File: src/rtl/tpu_sched_pkg.sv
// Shared state encoding and default widths for the TPU tile scheduler.
package tpu_sched_pkg;

   localparam int DEF_DIM_BITS  = 32;
   localparam int DEF_ADDR_BITS = 12;
   localparam int TPU_LANES     = 4;

   typedef enum logic [2:0] {
      IDLE      = 3'd0,
      SETUP     = 3'd1,
      LAUNCH    = 3'd2,
      WAIT_BUSY = 3'd3,
      WAIT_DONE = 3'd4,
      ADVANCE   = 3'd5,
      DONE      = 3'd6
   } sched_state_e;

endpackage

File: src/rtl/tpu_tile_sched_if.sv
// Command-side and TPU-side signals of the tile scheduler.
// TILE_SCHED_PERF_EN adds the perf_tiles / perf_busy_cyc counters.
interface tpu_tile_sched_if
   import tpu_sched_pkg::*;
#(
   parameter int DIM_BITS  = DEF_DIM_BITS,
   parameter int ADDR_BITS = DEF_ADDR_BITS
);
   logic                 start;
   logic [DIM_BITS-1:0]  cfg_K, cfg_M, cfg_N;
   logic                 sched_busy;
   logic                 done;
   logic                 err;
   logic                 tpu_in_valid;
   logic [DIM_BITS-1:0]  tpu_K, tpu_M, tpu_N;
   logic [ADDR_BITS-1:0] a_base, b_base, c_base;
   logic                 tpu_busy;

`ifdef TILE_SCHED_PERF_EN
   logic [15:0] perf_tiles;
   logic [31:0] perf_busy_cyc;

   modport slave (
      input  start, cfg_K, cfg_M, cfg_N, tpu_busy,
      output sched_busy, done, err, tpu_in_valid, tpu_K, tpu_M, tpu_N,
             a_base, b_base, c_base, perf_tiles, perf_busy_cyc
   );
   modport master (
      output start, cfg_K, cfg_M, cfg_N, tpu_busy,
      input  sched_busy, done, err, tpu_in_valid, tpu_K, tpu_M, tpu_N,
             a_base, b_base, c_base, perf_tiles, perf_busy_cyc
   );
`else
   modport slave (
      input  start, cfg_K, cfg_M, cfg_N, tpu_busy,
      output sched_busy, done, err, tpu_in_valid, tpu_K, tpu_M, tpu_N,
             a_base, b_base, c_base
   );
   modport master (
      output start, cfg_K, cfg_M, cfg_N, tpu_busy,
      input  sched_busy, done, err, tpu_in_valid, tpu_K, tpu_M, tpu_N,
             a_base, b_base, c_base
   );
`endif

endinterface

File: src/rtl/tile_addr_gen.sv
// Combinational tile geometry: clipped edge-tile dims, A/B/C base indices,
// base overflow and last-tile flags, all computed in DIM_BITS+ADDR_BITS.
module tile_addr_gen
   import tpu_sched_pkg::*;
#(
   parameter int DIM_BITS  = DEF_DIM_BITS,
   parameter int ADDR_BITS = DEF_ADDR_BITS,
   parameter int TILE_M    = 64,
   parameter int TILE_N    = 64
) (
   input  logic [DIM_BITS-1:0]  m_idx,
   input  logic [DIM_BITS-1:0]  n_idx,
   input  logic [DIM_BITS-1:0]  tile_seq,
   input  logic [DIM_BITS-1:0]  dim_k,
   input  logic [DIM_BITS-1:0]  dim_m,
   input  logic [DIM_BITS-1:0]  dim_n,
   output logic [DIM_BITS-1:0]  tile_m,
   output logic [DIM_BITS-1:0]  tile_n,
   output logic [ADDR_BITS-1:0] a_base,
   output logic [ADDR_BITS-1:0] b_base,
   output logic [ADDR_BITS-1:0] c_base,
   output logic                 overflow,
   output logic                 last_m,
   output logic                 last_n
);
   localparam int W = DIM_BITS + ADDR_BITS;

   logic [W-1:0] m_off, n_off, m_rem, n_rem;
   logic [W-1:0] base_full [3];
   logic [2:0]   base_ovf;

   assign m_off = W'(m_idx) * W'(TILE_M);
   assign n_off = W'(n_idx) * W'(TILE_N);
   assign m_rem = W'(dim_m) - m_off;
   assign n_rem = W'(dim_n) - n_off;

   assign tile_m = (m_rem < W'(TILE_M)) ? m_rem[DIM_BITS-1:0] : DIM_BITS'(TILE_M);
   assign tile_n = (n_rem < W'(TILE_N)) ? n_rem[DIM_BITS-1:0] : DIM_BITS'(TILE_N);

   assign last_m = (m_off + W'(TILE_M)) >= W'(dim_m);
   assign last_n = (n_off + W'(TILE_N)) >= W'(dim_n);

   // Products are taken before the divide by the lane count so truncation matches the full-width formula.
   assign base_full[0] = (W'(m_idx) * W'(dim_k) * W'(TILE_M)) / W'(TPU_LANES);
   assign base_full[1] = (W'(n_idx) * W'(dim_k) * W'(TILE_N)) / W'(TPU_LANES);
   assign base_full[2] = (W'(tile_seq) * W'(TILE_M) * W'(TILE_N)) / W'(TPU_LANES);

   generate
      for (genvar gi = 0; gi < 3; gi++) begin : g_ovf
         assign base_ovf[gi] = |base_full[gi][W-1:ADDR_BITS];
      end
   endgenerate

   assign a_base   = base_full[0][ADDR_BITS-1:0];
   assign b_base   = base_full[1][ADDR_BITS-1:0];
   assign c_base   = base_full[2][ADDR_BITS-1:0];
   assign overflow = |base_ovf;

endmodule

File: src/rtl/tpu_tile_sched.sv
// Splits a K x M x N GEMM into TILE_M x TILE_N TPU runs (M outer, N inner, K whole).
// Define TILE_SCHED_PERF_EN for tile / busy-cycle performance counters.
module tpu_tile_sched
   import tpu_sched_pkg::*;
#(
   parameter int DIM_BITS     = DEF_DIM_BITS,
   parameter int ADDR_BITS    = DEF_ADDR_BITS,
   parameter int TILE_M       = 64,
   parameter int TILE_N       = 64,
   parameter int BUSY_TIMEOUT = 1023
) (
   input  logic            clk,
   input  logic            rst_n,
   tpu_tile_sched_if.slave bus
);
   localparam int CNT_BITS = $clog2(BUSY_TIMEOUT + 1);

   sched_state_e         state_reg, state_next;
   logic [DIM_BITS-1:0]  k_reg, m_reg, n_reg;
   logic [DIM_BITS-1:0]  m_idx_reg, n_idx_reg, seq_reg;
   logic [DIM_BITS-1:0]  tpu_k_reg, tpu_m_reg, tpu_n_reg;
   logic [ADDR_BITS-1:0] a_base_reg, b_base_reg, c_base_reg;
   logic [CNT_BITS-1:0]  wait_cnt_reg;
   logic                 err_reg;

   logic [DIM_BITS-1:0]  tile_m, tile_n;
   logic [ADDR_BITS-1:0] a_base, b_base, c_base;
   logic                 overflow, last_m, last_n, dims_zero, timeout_hit;

   tile_addr_gen #(
      .DIM_BITS (DIM_BITS),
      .ADDR_BITS(ADDR_BITS),
      .TILE_M   (TILE_M),
      .TILE_N   (TILE_N)
   ) u_addr_gen (
      .m_idx   (m_idx_reg),
      .n_idx   (n_idx_reg),
      .tile_seq(seq_reg),
      .dim_k   (k_reg),
      .dim_m   (m_reg),
      .dim_n   (n_reg),
      .tile_m  (tile_m),
      .tile_n  (tile_n),
      .a_base  (a_base),
      .b_base  (b_base),
      .c_base  (c_base),
      .overflow(overflow),
      .last_m  (last_m),
      .last_n  (last_n)
   );

   assign dims_zero   = (k_reg == '0) || (m_reg == '0) || (n_reg == '0);
   assign timeout_hit = (wait_cnt_reg == CNT_BITS'(BUSY_TIMEOUT - 1));

   always_comb begin
      state_next = state_reg;
      case (state_reg)
         IDLE:      if (bus.start) state_next = SETUP;
         SETUP:     state_next = (dims_zero || overflow) ? DONE : LAUNCH;
         LAUNCH:    state_next = WAIT_BUSY;
         WAIT_BUSY: if (bus.tpu_busy) state_next = WAIT_DONE;
                    else if (timeout_hit) state_next = DONE;
         WAIT_DONE: if (!bus.tpu_busy) state_next = ADVANCE;
         ADVANCE:   state_next = (last_m && last_n) ? DONE : SETUP;
         DONE:      state_next = IDLE;
         default:   state_next = IDLE;
      endcase
   end

   always_ff @(posedge clk or negedge rst_n) begin
      if (!rst_n) begin
         state_reg    <= IDLE;
         k_reg        <= '0;
         m_reg        <= '0;
         n_reg        <= '0;
         m_idx_reg    <= '0;
         n_idx_reg    <= '0;
         seq_reg      <= '0;
         tpu_k_reg    <= '0;
         tpu_m_reg    <= '0;
         tpu_n_reg    <= '0;
         a_base_reg   <= '0;
         b_base_reg   <= '0;
         c_base_reg   <= '0;
         wait_cnt_reg <= '0;
         err_reg      <= 1'b0;
      end else begin
         state_reg <= state_next;
         case (state_reg)
            IDLE: if (bus.start) begin
               k_reg     <= bus.cfg_K;
               m_reg     <= bus.cfg_M;
               n_reg     <= bus.cfg_N;
               m_idx_reg <= '0;
               n_idx_reg <= '0;
               seq_reg   <= '0;
               err_reg   <= 1'b0;
            end
            // Tile outputs only change here, so they stay stable for the whole TPU run.
            SETUP: if (!dims_zero) begin
               if (overflow) begin
                  err_reg <= 1'b1;
               end else begin
                  tpu_k_reg  <= k_reg;
                  tpu_m_reg  <= tile_m;
                  tpu_n_reg  <= tile_n;
                  a_base_reg <= a_base;
                  b_base_reg <= b_base;
                  c_base_reg <= c_base;
               end
            end
            LAUNCH: wait_cnt_reg <= '0;
            WAIT_BUSY: if (!bus.tpu_busy) begin
               if (timeout_hit) err_reg <= 1'b1;
               else             wait_cnt_reg <= wait_cnt_reg + 1'b1;
            end
            ADVANCE: begin
               seq_reg <= seq_reg + 1'b1;
               if (last_n) begin
                  n_idx_reg <= '0;
                  m_idx_reg <= m_idx_reg + 1'b1;
               end else begin
                  n_idx_reg <= n_idx_reg + 1'b1;
               end
            end
            default: ;
         endcase
      end
   end

   assign bus.sched_busy   = (state_reg != IDLE);
   assign bus.done         = (state_reg == DONE);
   assign bus.err          = err_reg;
   assign bus.tpu_in_valid = (state_reg == LAUNCH);
   assign bus.tpu_K        = tpu_k_reg;
   assign bus.tpu_M        = tpu_m_reg;
   assign bus.tpu_N        = tpu_n_reg;
   assign bus.a_base       = a_base_reg;
   assign bus.b_base       = b_base_reg;
   assign bus.c_base       = c_base_reg;

`ifdef TILE_SCHED_PERF_EN
   logic [15:0] perf_tiles_reg;
   logic [31:0] perf_busy_cyc_reg;

   always_ff @(posedge clk or negedge rst_n) begin
      if (!rst_n) begin
         perf_tiles_reg    <= '0;
         perf_busy_cyc_reg <= '0;
      end else if (state_reg == IDLE && bus.start) begin
         perf_tiles_reg    <= '0;
         perf_busy_cyc_reg <= '0;
      end else begin
         if (state_reg == ADVANCE && perf_tiles_reg != '1)
            perf_tiles_reg <= perf_tiles_reg + 1'b1;
         if (state_reg != IDLE && bus.tpu_busy && perf_busy_cyc_reg != '1)
            perf_busy_cyc_reg <= perf_busy_cyc_reg + 1'b1;
      end
   end

   assign bus.perf_tiles    = perf_tiles_reg;
   assign bus.perf_busy_cyc = perf_busy_cyc_reg;
`endif

endmodule

File: src/flat_wrapper.sv
// flat-port wrapper written by rule: the top's interface ports become plain ports
module tpu_tile_sched_flat import tpu_sched_pkg::*;
#(
   parameter int DIM_BITS     = DEF_DIM_BITS,
   parameter int ADDR_BITS    = DEF_ADDR_BITS,
   parameter int TILE_M       = 64,
   parameter int TILE_N       = 64,
   parameter int BUSY_TIMEOUT = 1023
)
  (clk, rst_n, bus_start, bus_cfg_K, bus_cfg_M, bus_cfg_N, bus_tpu_busy, bus_sched_busy, bus_done, bus_err, bus_tpu_in_valid, bus_tpu_K, bus_tpu_M, bus_tpu_N, bus_a_base, bus_b_base, bus_c_base);
  tpu_tile_sched_if #(.DIM_BITS(DIM_BITS), .ADDR_BITS(ADDR_BITS)) bus_i ();
  input  logic clk;
  input  logic rst_n;
  input wire logic [$bits(bus_i.start)-1:0] bus_start;
  input wire logic [$bits(bus_i.cfg_K)-1:0] bus_cfg_K;
  input wire logic [$bits(bus_i.cfg_M)-1:0] bus_cfg_M;
  input wire logic [$bits(bus_i.cfg_N)-1:0] bus_cfg_N;
  input wire logic [$bits(bus_i.tpu_busy)-1:0] bus_tpu_busy;
  output wire logic [$bits(bus_i.sched_busy)-1:0] bus_sched_busy;
  output wire logic [$bits(bus_i.done)-1:0] bus_done;
  output wire logic [$bits(bus_i.err)-1:0] bus_err;
  output wire logic [$bits(bus_i.tpu_in_valid)-1:0] bus_tpu_in_valid;
  output wire logic [$bits(bus_i.tpu_K)-1:0] bus_tpu_K;
  output wire logic [$bits(bus_i.tpu_M)-1:0] bus_tpu_M;
  output wire logic [$bits(bus_i.tpu_N)-1:0] bus_tpu_N;
  output wire logic [$bits(bus_i.a_base)-1:0] bus_a_base;
  output wire logic [$bits(bus_i.b_base)-1:0] bus_b_base;
  output wire logic [$bits(bus_i.c_base)-1:0] bus_c_base;
  assign bus_i.start = bus_start;
  assign bus_i.cfg_K = bus_cfg_K;
  assign bus_i.cfg_M = bus_cfg_M;
  assign bus_i.cfg_N = bus_cfg_N;
  assign bus_i.tpu_busy = bus_tpu_busy;
  assign bus_sched_busy = bus_i.sched_busy;
  assign bus_done = bus_i.done;
  assign bus_err = bus_i.err;
  assign bus_tpu_in_valid = bus_i.tpu_in_valid;
  assign bus_tpu_K = bus_i.tpu_K;
  assign bus_tpu_M = bus_i.tpu_M;
  assign bus_tpu_N = bus_i.tpu_N;
  assign bus_a_base = bus_i.a_base;
  assign bus_b_base = bus_i.b_base;
  assign bus_c_base = bus_i.c_base;
  tpu_tile_sched #(.DIM_BITS(DIM_BITS), .ADDR_BITS(ADDR_BITS), .TILE_M(TILE_M), .TILE_N(TILE_N), .BUSY_TIMEOUT(BUSY_TIMEOUT)) u_core (.clk(clk), .rst_n(rst_n), .bus(bus_i));
endmodule
File: config.mk
export PLATFORM = sky130hd
export DESIGN_NAME = tpu_tile_sched_flat
export DESIGN_NICKNAME = d
export VERILOG_FILES = /design/src/rtl/tpu_sched_pkg.sv /design/src/rtl/tpu_tile_sched_if.sv /design/src/rtl/tile_addr_gen.sv /design/src/rtl/tpu_tile_sched.sv /design/src/flat_wrapper.sv
export SDC_FILE = /design/constraint.sdc
export NUM_CORES = 2
export LEC_CHECK = 0
export BUFFER_PORTS_ARGS = -buffer_cell sky130_fd_sc_hd__buf_2
export CORE_AREA = 2 2 403 405
export DETAILED_ROUTE_END_ITERATION = 10
export DIE_AREA = 0 0 405 407
export PLACE_DENSITY = 0.64
export SYNTH_ARGS = -nofsm -noshare
export SYNTH_HDL_FRONTEND = slang
export SYNTH_HIERARCHICAL = 1
export SYNTH_SLANG_ARGS = --single-unit
File: constraint.sdc
create_clock -name clk -period 13.25 [get_ports clk]
set_clock_uncertainty 0.15 [all_clocks]
set_input_delay 1.9875 -clock clk [delete_from_list [all_inputs] [get_ports clk]]
set_output_delay 1.9875 -clock clk [all_outputs]
set_load 0.05 [all_outputs]
==> impl_metrics.csv <==
group,metric,value,unit
synth,synth_cells,6805,
min_path,holdPathEnd,"u_core/seq_reg[31]$_DFFE_PN0P_",
routing,via_per_inst,5.338,
cells_and_area,layout-drive-gt1-share,0.08641,
synth,synth_edf_count,0,
power_and_ir_drop,clkPwrFrac,0.181,
routing,dr.pass1.iters,6,
synth,synth_seq_cells,338,
sta,relSlewSlack,0.1775,
floorplan,core_area,160200,um2
synth,ys_dominant_reg_cell,"dfrtp_1",
cts,ctsRootBufferMaster,"clkbuf_16",
cts,cts_tree,"done",
sta,fin_setup_tns,0,ns
synth,synth_top_cells_by_count,"1154 x fa_1, 1049 x nand2_1, 1001 x inv_1, 821 x and2_1, 385 x ha_1",
sta,rsz0062_at_grt,"no",
cts,numCtsBuffers,44,
synth,synth_area_leaders,"fa_1 37%, dfrtp_1 14%, and2_1 8.2%",
routing,via_count,47930,
worst_setup_path,criticalPathCategory,"flop to flop",
floorplan,rows,147,
cts,numClockSinks,338,
synth,yosysTopAreaCell,"fa_1",
floorplan,die_area,164800,um2
worst_setup_path,regToRegEndpoint,"u_core/bus.tpu_N[6]$_DFFE_PN0P_",
worst_setup_path,cpLargestDelayFamily,"adder cells",
floorplan,die_height,407,um
floorplan,initial_utilization,0.3894,
global_route,grt_overflow_total,0,
global_route,grt_pass1_wl,293600,um
sta,period_share,0.8449,
power_and_ir_drop,powerDensity,103.2,nW/um2
worst_setup_path,cp_common_cell,"fa_1",
worst_setup_path,r2r.worst_path.cells,29,
global_route,antenna_found_initial,11,
worst_setup_path,cp_slowest_cell,"dfrtp_1",
worst_setup_path,reg2reg_slack,2.05,ns
worst_setup_path,required,13.60,ns
routing,wl,184400,um
power_and_ir_drop,finalPower,6883,uW
routing,drt_iter0_markers,3574,
cts,ctsResizeCount,0,
worst_setup_path,worstPathArrival,11.54,ns
power_and_ir_drop,intPower,3234,uW
worst_setup_path,end_kind,"flop",
worst_setup_path,cp.buffers_inverters,4,
power_and_ir_drop,pwr-share-seq,0.263,
sta,drv_slew,0,
synth,postSynthAreaPerCell,9.168,um2
sta,period_minus_slack,11.20,ns
power_and_ir_drop,ir_drop,0.0001332,V
global_route,grt_max_degree,91,
synth,seq_area_frac_synth,0.1356,
cts,clk_pin_slew_worst_paths,0.06,ns
sta,hold_viol,0,
global_route,grt_pass1_vias,51320,
routing,wire_per_inst,20.54,um
floorplan,fp.dieW,405,um
cts,cts_buffer_depth,3,
cells_and_area,syn2layout_area_growth,6.911,%
run,drv_cap,0,
sta,worst_slew_pin_slew,1.234,ns
min_path,worst_hold_path_type,"flop to flop",
synth,async_flop_share,1.000,
sta,finalSetupViolations,0,
cts,cts_max_level,2,
cts,worstSkewPairLatency,0.63,ns
global_route,grtUsageTotal,0.2278,
min_path,hold_depth,1,
worst_setup_path,critPathMaxStageDelay,1.09,ns
worst_setup_path,start_kind,"flop",
floorplan,top_level_ports,236,
routing,drc,0,
synth,synthDistinctLibCells,90,
place,post-dp-hpwl,139200,um
worst_setup_path,rr_startpoint,"u_core/k_reg[18]$_DFFE_PN0P_",
cts,cts_setup_buffers,0,
synth,yosysMostFrequentCell,"fa_1",
synth,syn-cell-area,62390,um2
power_and_ir_drop,p_comb_frac,0.556,
place,io_buffers,235,
power_and_ir_drop,switching_share,0.5301,
min_path,holdCritStartpoint,"u_core/seq_reg[31]$_DFFE_PN0P_",
routing,postRouteAntennaNets,0,
power_and_ir_drop,switchingPower,3648,uW
cells_and_area,fin_nets,8421,
synth,synth_top_area_frac,0.3703,
power_and_ir_drop,p_leak,0.02735,uW
place,gp_congestion,0.9001,
sta,fmax,0.08932,GHz
synth,yosys_warnings,6,
worst_setup_path,worstPathMaxFanout,50,
cts,hold_buffers,0,
outcome,status,"finished, final reports clean",
[cells in the final DEF (no fill, tap or decap), types with 24 or more instances in the layout]
cell	synthesis	final
fa_1	1154	1154
and3_1	38	38
inv_1	1001	1001
conb_1	1	68
xnor2_1	175	175
o211ai_1	24	24
dfrtp_1	338	321
nand2b_1	32	32
mux2i_1	29	29
buf_2	14	234
nor2b_1	29	29
a21oi_1	138	138
a21o_1	38	38
buf_4	70	90
nand4_1	75	75
o21a_1	25	25
o21ai_0	130	130
nand2_1	1049	1048
mux2_2	138	138
ha_1	385	385
clkbuf_16	0	44
nor3_1	71	70
xor2_1	44	44
nand3_1	97	97
or3_1	25	25
nor2_1	135	135
and2_1	821	820
nor4_1	61	61
[power by group through the flow]
| stage | clock, uW | sequential (uW) | combinational, uW |
|---|---|---|---|
| 2_1_floorplan | 0 | 1460 | 2680 |
| 3_3_place_gp | 0 | 1800 | 3710 |
| 3_5_place_dp | 0 | 1810 | 3770 |
| 4_1_cts | 1270 | 1800 | 3790 |
| 5_1_grt | 1310 | 1840 | 4200 |
| 6_report | 1240 | 1810 | 3830 |
[layout make-up]
type                    count  area [um2]
fillers                 15780       93500
multi-input cells        5068       48390
flip-flops and latches    338        8479
inverters                1004        3769
well taps                2160        2703
repair buffers            326        1882
clock buffers              56        1206
clock inverters            24       262.8
diodes                      3       7.507
[through the flow]
| stage | instances | setup WS [ns] | hold slack [ns] | utilization | area (um2) |
|---|---|---|---|---|---|
| after global routing | 8976 | 1.609 | 0.3651 | 0.4163 | 66690 |
| final | 8979 | 2.055 | 0.3346 | 0.4163 | 66700 |
| after detailed placement | 8896 | 2.233 | 0.3257 | 0.4071 | 65220 |
| after global placement | 8896 | 2.472 | 0.3129 | 0.4071 | 65220 |
| after floorplan | 6872 | 3.891 | 0.3001 | - | 62640 |
| after CTS | 8976 | 2.220 | 0.3334 | 0.4163 | 66690 |
[logic make-up after synthesis]
| group | synth area share |
|---|---|
| mux | 0.02956 |
| simple gates | 0.2039 |
| flops | 0.1356 |
| other cells | 0.00006011 |
| compound gates | 0.05930 |
| xor+xnor | 0.03074 |
| buf+inv | 0.09330 |
| fa+ha+maj | 0.4475 |
[worst max path at each step]
stage,depth (start not counted),slack (ns),start,end
final,29,2.05,u_core/k_reg[18]$_DFFE_PN0P_,u_core/bus.tpu_N[6]$_DFFE_PN0P_
after detailed placement,29,2.23,u_core/k_reg[18]$_DFFE_PN0P_,u_core/bus.tpu_N[6]$_DFFE_PN0P_
after floorplan,33,3.89,u_core/m_idx_reg[14]$_DFFE_PN0P_,u_core/bus.tpu_K[0]$_DFFE_PN0P_
after CTS,29,2.22,u_core/k_reg[18]$_DFFE_PN0P_,u_core/bus.tpu_N[6]$_DFFE_PN0P_
after global placement,31,2.47,u_core/k_reg[5]$_DFFE_PN0P_,u_core/bus.b_base[0]$_DFFE_PN0P_
after global routing,29,1.61,u_core/k_reg[18]$_DFFE_PN0P_,u_core/bus.tpu_K[28]$_DFFE_PN0P_
[routing by layer]
metal	track usage	up-vias	part of all wire
li1	-	21050	-
met1	0.3028	24710	0.42
met2	0.3747	1857	0.47
met3	0.04164	305	0.078
met4	0.07541	10	0.035
met5	0	-	0.00029
Note: power is estimated with default switching activity, not from simulation.
